<file path="src/rtl/multicycle_controller.sv">
// Multicycle sequencing controller: steps one shared ALU, a unified memory
// port and the register file through each instruction, owns the NZCV
// register and stretches MUL over MUL_CYCLES execute cycles.
//
// state    | meaning
// ---------+--------------------------------------------------------------
// FETCH    | read instruction at PC, PC <= PC+4 once memory is ready
// DECODE   | read registers, evaluate condition, choose instruction path
// MEMADR   | ALU forms base + offset for LDR/STR
// MEMRD    | LDR read at ALUOut, waits for memory ready
// MEMWB    | LDR result into Rd (or PC when Rd = r15)
// MEMWR    | STR write strobe held until memory accepts it
// EXECR    | data-processing op, register operand B
// EXECI    | data-processing op, immediate operand B
// ALUWB    | data-processing result into Rd (or PC), skipped for CMP
// BRANCH   | PC <= PC+8+offset
module multicycle_controller #(
    parameter int MUL_CYCLES = 3
) (
    input  logic       clk,
    input  logic       reset,
    input  logic [3:0] Cond,
    input  logic [1:0] Op,
    input  logic [5:0] Funct,
    input  logic [3:0] Rd,
    input  logic [3:0] ALUFlags,
    input  logic       MemReady,
    output logic       PCWrite,
    output logic       IRWrite,
    output logic       RegWrite,
    output logic       MemWrite,
    output logic       AdrSrc,
    output logic       ALUSrcA,
    output logic [1:0] ALUSrcB,
    output logic [1:0] ResultSrc,
    output logic [1:0] ImmSrc,
    output logic [1:0] RegSrc,
    output logic [2:0] ALUControl,
    output logic [3:0] Flags
);

    typedef enum logic [3:0] {
        S_FETCH,
        S_DECODE,
        S_MEMADR,
        S_MEMRD,
        S_MEMWB,
        S_MEMWR,
        S_EXECR,
        S_EXECI,
        S_ALUWB,
        S_BRANCH
    } state_t;

    localparam logic [3:0] MUL_LOAD = 4'(MUL_CYCLES - 1);

    state_t     state;
    state_t     state_next;
    logic [3:0] mul_cnt;

    logic [3:0] opc;
    logic       s_bit;
    logic       is_add;
    logic       is_sub;
    logic       is_cmp;
    logic       is_mul;
    logic       is_and;
    logic       is_orr;
    logic       op_defined;
    logic [2:0] alu_dec;
    logic       cond_ok;
    logic       in_exec;
    logic       exec_last;
    logic       rd_is_pc;

    logic       pcw_raw;
    logic       irw_raw;
    logic       rw_raw;
    logic       mw_raw;

    assign opc        = Funct[4:1];
    assign s_bit      = Funct[0];
    assign is_add     = (opc == 4'b0000);
    assign is_sub     = (opc == 4'b0010);
    assign is_cmp     = (opc == 4'b0100);
    assign is_mul     = (opc == 4'b0001);
    assign is_and     = (opc == 4'b1100);
    assign is_orr     = (opc == 4'b1110);
    assign op_defined = is_add | is_sub | is_cmp | is_mul | is_and | is_orr;
    assign rd_is_pc   = (Rd == 4'hF);
    assign in_exec    = (state == S_EXECR) || (state == S_EXECI);
    // The counter sits at zero on the last execute cycle of every op.
    assign exec_last  = (mul_cnt == 4'd0);

    // ALU operation selected by the data-processing opcode.
    always_comb begin
        alu_dec = 3'b000;
        if (is_sub || is_cmp) alu_dec = 3'b001;
        else if (is_mul)      alu_dec = 3'b010;
        else if (is_and)      alu_dec = 3'b100;
        else if (is_orr)      alu_dec = 3'b101;
    end

    // Condition field evaluated against the stored NZCV register.
    always_comb begin
        logic n, z, c, v;
        {n, z, c, v} = Flags;
        cond_ok = 1'b0;
        case (Cond)
            4'b0000: cond_ok = z;
            4'b0001: cond_ok = ~z;
            4'b0010: cond_ok = c;
            4'b0011: cond_ok = ~c;
            4'b0100: cond_ok = n;
            4'b0101: cond_ok = ~n;
            4'b0110: cond_ok = v;
            4'b0111: cond_ok = ~v;
            4'b1000: cond_ok = c & ~z;
            4'b1001: cond_ok = ~c | z;
            4'b1010: cond_ok = (n == v);
            4'b1011: cond_ok = (n != v);
            4'b1100: cond_ok = ~z & (n == v);
            4'b1101: cond_ok = z | (n != v);
            4'b1110: cond_ok = 1'b1;
            default: cond_ok = 1'b0;
        endcase
    end

    // Extender and register-read selects follow the instruction class directly.
    always_comb begin
        ImmSrc = 2'b00;
        RegSrc = 2'b00;
        case (Op)
            2'b01: begin ImmSrc = 2'b01; RegSrc = 2'b10; end
            2'b10: begin ImmSrc = 2'b10; RegSrc = 2'b01; end
            default: begin ImmSrc = 2'b00; RegSrc = 2'b00; end
        endcase
    end

    // State register.
    always_ff @(posedge clk) begin
        if (reset) state <= S_FETCH;
        else       state <= state_next;
    end

    // Execute-length down-counter, loaded in DECODE so it is ready on EXEC entry.
    always_ff @(posedge clk) begin
        if (reset) begin
            mul_cnt <= 4'd0;
        end else if (state == S_DECODE) begin
            mul_cnt <= is_mul ? MUL_LOAD : 4'd0;
        end else if (in_exec && !exec_last) begin
            mul_cnt <= mul_cnt - 4'd1;
        end
    end

    // NZCV update on the final execute cycle; C,V only for arithmetic ops.
    always_ff @(posedge clk) begin
        if (reset) begin
            Flags <= 4'b0000;
        end else if (in_exec && exec_last && (s_bit || is_cmp)) begin
            Flags[3:2] <= ALUFlags[3:2];
            if (is_add || is_sub || is_cmp) Flags[1:0] <= ALUFlags[1:0];
        end
    end

    // Next-state and datapath controls for the current state.
    always_comb begin
        state_next = state;
        pcw_raw    = 1'b0;
        irw_raw    = 1'b0;
        rw_raw     = 1'b0;
        mw_raw     = 1'b0;
        AdrSrc     = 1'b0;
        ALUSrcA    = 1'b0;
        ALUSrcB    = 2'b00;
        ResultSrc  = 2'b00;
        ALUControl = 3'b000;
        case (state)
            S_FETCH: begin
                ALUSrcA   = 1'b1;
                ALUSrcB   = 2'b10;
                ResultSrc = 2'b10;
                if (MemReady) begin
                    irw_raw    = 1'b1;
                    pcw_raw    = 1'b1;
                    state_next = S_DECODE;
                end
            end
            S_DECODE: begin
                ALUSrcA   = 1'b1;
                ALUSrcB   = 2'b10;
                ResultSrc = 2'b10;
                if (!cond_ok) begin
                    state_next = S_FETCH;
                end else begin
                    case (Op)
                        2'b00: begin
                            if (!op_defined)   state_next = S_FETCH;
                            else if (Funct[5]) state_next = S_EXECI;
                            else               state_next = S_EXECR;
                        end
                        2'b01:   state_next = S_MEMADR;
                        2'b10:   state_next = S_BRANCH;
                        default: state_next = S_FETCH;
                    endcase
                end
            end
            S_MEMADR: begin
                ALUSrcB    = 2'b01;
                state_next = Funct[0] ? S_MEMRD : S_MEMWR;
            end
            S_MEMRD: begin
                AdrSrc = 1'b1;
                if (MemReady) state_next = S_MEMWB;
            end
            S_MEMWB: begin
                ResultSrc  = 2'b01;
                pcw_raw    = rd_is_pc;
                rw_raw     = ~rd_is_pc;
                state_next = S_FETCH;
            end
            S_MEMWR: begin
                AdrSrc = 1'b1;
                mw_raw = 1'b1;
                if (MemReady) state_next = S_FETCH;
            end
            S_EXECR, S_EXECI: begin
                ALUSrcB    = (state == S_EXECI) ? 2'b01 : 2'b00;
                ALUControl = alu_dec;
                if (exec_last) state_next = S_ALUWB;
            end
            S_ALUWB: begin
                ResultSrc  = 2'b00;
                pcw_raw    = ~is_cmp & rd_is_pc;
                rw_raw     = ~is_cmp & ~rd_is_pc;
                state_next = S_FETCH;
            end
            S_BRANCH: begin
                ALUSrcB    = 2'b01;
                ResultSrc  = 2'b10;
                pcw_raw    = 1'b1;
                state_next = S_FETCH;
            end
            default: state_next = S_FETCH;
        endcase
    end

    // Architectural write enables are suppressed in any cycle reset is high.
    assign PCWrite  = pcw_raw & ~reset;
    assign IRWrite  = irw_raw & ~reset;
    assign RegWrite = rw_raw  & ~reset;
    assign MemWrite = mw_raw  & ~reset;

endmodule

</file>
<file path="config.mk">
export PLATFORM = sky130hd
export DESIGN_NAME = multicycle_controller
export DESIGN_NICKNAME = d
export VERILOG_FILES = /design/src/rtl/multicycle_controller.sv
export SDC_FILE = /design/constraint.sdc
export NUM_CORES = 1
export LEC_CHECK = 0
export BUFFER_PORTS_ARGS = -buffer_cell sky130_fd_sc_hd__buf_2
export CORE_UTILIZATION = 50
export DETAILED_ROUTE_END_ITERATION = 10
export PLACE_DENSITY_LB_ADDON = 0.05
export SYNTH_ARGS = -nofsm -noshare
export SYNTH_HDL_FRONTEND = slang
export SYNTH_SLANG_ARGS = --single-unit
</file>
<file path="constraint.sdc">
create_clock -name clk -period 2.15 [get_ports clk]
set_input_delay 0.43 -clock clk [delete_from_list [all_inputs] [get_ports clk]]
set_output_delay 0.43 -clock clk [all_outputs]
set_load 0.02 [all_outputs]
</file>
==> impl_metrics.env <==
export IMPL_tightestPinTransition_ns=0.537
export IMPL_grt_pass1_vias=1172
export IMPL_finalSetupViolCount=0
export IMPL_met1_usage_pct=32.0
export IMPL_initial_utilization_pct=52.7
export IMPL_status="finished clean"
export IMPL_grt_max_degree=17
export IMPL_fin_skew_ns=0.00237
export IMPL_finalHoldViolations=0
export IMPL_drt_iter0_drc=31
export IMPL_rows=18
export IMPL_gp_congestion=0.799
export IMPL_hold_class="input pin to register"
export IMPL_gr_max_usage_layer="met2"
export IMPL_yosysSeqAreaShare_pct=18.6
export IMPL_detailed_place_hpwl_um=2560
export IMPL_wl_per_cell_um=13.4
export IMPL_cts_buffers=3
export IMPL_setup_worst_path_start="state[2]"
export IMPL_worstPathRequired_ns=1.72
export IMPL_dieArea_sq_um=2790
export IMPL_final_period_utilization_pct=95.7
export IMPL_relSlewSlack_pct=63.7
export IMPL_avgViaCountPerCell=5.82
export IMPL_ff2ff_setup_slack_ns=0.39
export IMPL_synth_area_leaders="dfxtp_1 19%, mux2i_1 6.2%, nor3_1 5.0%"
export IMPL_rsz0062_at_grt="false"
export IMPL_yosys_area_top_type="dfxtp_1"
export IMPL_ys_ff_latch=12
export IMPL_cts_tree="done"
export IMPL_syn2layout_area_growth_pct=20.9
export IMPL_end_kind="primary output"
export IMPL_wirelength_um=3260
export IMPL_via_count=1415
export IMPL_portBuffers=43
export IMPL_clock_root_buffer="clkbuf_4"
export IMPL_maxSlewViolCount=0
export IMPL_r2r_end="mul_cnt[1]"
export IMPL_syn_inst=172
export IMPL_synth_cell_type_count=60
export IMPL_synth_async_reset_ratio_pct=0
export IMPL_total_power_w=0.000575
export IMPL_fp_dieH_um=52.8
export IMPL_die_w_um=52.8
export IMPL_syn_nets=196
export IMPL_layout_common_cells="43 x buf_2, 16 x nor2_1, 12 x nor3_1"
export IMPL_arrival_ns=1.63
export IMPL_r2r_start="mul_cnt[0]"
export IMPL_drive_above_1_share_pct=33.8
export IMPL_power_leakage_nw=0.684
export IMPL_coreArea_sq_um=2450
export IMPL_htreeDepth=1
export IMPL_fmax_ghz=0.486
export IMPL_crit_path_start_kind="register"
export IMPL_avgSynthCellArea_sq_um=7.51
export IMPL_critical_path_class="register to primary output"
export IMPL_setup_tns_final_ns=0
export IMPL_reg2regPathDepth=8
export IMPL_pin_count=44
export IMPL_dr_pass1_iters=4
export IMPL_clock_latency_ns=0.28
export IMPL_antenna_cells=0
export IMPL_grt_use_met2_pct=42.2
export IMPL_cp_endpoint="PCWrite"
export IMPL_drc=0
export IMPL_grt_pass1_wl_um=5150
export IMPL_synth_top_area_share_pct=18.6
export IMPL_power_density_nw_per_um2=368
export IMPL_ant_nets=0
export IMPL_cts_buffer_depth=2
export IMPL_cap_viol_max_count=0
export IMPL_final_common_cell="buf_2"
export IMPL_grt_overflow=0
export IMPL_grt_antenna_before_repair=0
export IMPL_fin_crit_ns=2.06
export IMPL_synthFlopType="dfxtp_1"
export IMPL_grt_met3_usage_pct=2.61
export IMPL_yosys_warnings=0
export IMPL_final_nets=238
export IMPL_cts_setup_buffers=0
export IMPL_path_clk_slew_ns=0.08
export IMPL_max_vdd_ir_drop_mv=0.310
export IMPL_track_usage_pct=24.9
export IMPL_path_max_fanout=12
export IMPL_synth_area_sq_um=1290
export IMPL_synth_edf_count=0
export IMPL_cts_num_sinks=12
-- worst max-delay path: stages, from the launching register on --
cell and delay [ns]:
dfxtp_2 0.39, inv_2 0.14, o311ai_1 0.11, a211o_1 0.28
o32a_1 0.17, nor2_1 0.07, buf_2 0.17
-- cell type report --
cell class	count	area, sq um
repair buffers	51	275
inverters	9	33.8
fillers	232	892
well taps	30	37.5
flip-flops and latches	12	241
multi-input cells	137	938
clock buffers	4	36.3
-- worst min path at each step --
stage	start	endpoint	slack, ns	cells after the start
CTS	ALUFlags[2]	Flags[2]	0.37	3
floorplan	mul_cnt[3]	mul_cnt[3]	0.53	2
global route	ALUFlags[0]	Flags[0]	0.40	3
detailed placement	Flags[1]	Flags[1]	0.56	2
finish	ALUFlags[2]	Flags[2]	0.37	3
global placement	mul_cnt[3]	mul_cnt[3]	0.54	2
-- sequential cells by signal, summed over array words and instances, names as in the netlist --
| register | flops |
|---|---|
| mul_cnt | 4 |
| state | 4 |
| Flags | 4 |
-- synth_stat cells, types with 4 or more instances --
master    number
nor2b_1        7
nand2_1       10
o21ai_0        5
nor2_1        16
nor4_1         4
mux2i_1        8
nand3_1        6
nand2b_1       5
dfxtp_1       12
inv_1          6
xnor2_1        4
a21oi_1        7
clkbuf_1       4
nor3_1        13
-- routing by layer --
layer / wire length (um) / part of all wire, %
met1: 1500 / 46
met2: 1580 / 49
met5: 0 / 0
met3: 119 / 3.7
met4: 49 / 1.5
-- where the power goes --
group,switching (W),internal [W],leakage [nW]
Sequential,0.00000358,0.000224,0.0974
Clock,0.0000853,0.000103,0.0210
Combinational,0.0000924,0.0000662,0.566
Total,0.000181,0.000394,0.684
-- stage by stage --
| step | hold WS [ns] | std cells | setup slack (ns) | area, sq um | util, % |
|---|---|---|---|---|---|
| 3_5_place_dp | 0.561 | 239 | 0.205 | 1530 | 62.1 |
| 4_1_cts | 0.368 | 243 | 0.00282 | 1560 | 63.6 |
| 5_1_grt | 0.398 | 243 | 0.0211 | 1560 | 63.7 |
| 6_report | 0.370 | 243 | 0.0921 | 1560 | 63.7 |
| 3_3_place_gp | 0.539 | 239 | 0.212 | 1530 | 62.1 |
| 2_1_floorplan | 0.529 | 172 | 0.146 | 1300 | - |
-- timing repair --
item | CTS | global route
hold buffers | 0 | 0
gates resized for setup | 0 | 1
endpoints found under the setup margin | 0 | 2
-- cell families after synthesis --
logic type | after synthesis | share of synthesized area, %
AO/OA/AOI/OAI | 37 | 20.8
XOR/XNOR | 6 | 4.07
adder cells (fa/ha/maj) | 1 | 0.968
buffers and inverters | 23 | 9.58
flip-flops | 12 | 18.6
multiplexers | 9 | 7.36
AND/OR/NAND/NOR | 84 | 38.6
No activity file was read; power rests on OpenSTA's default activity.
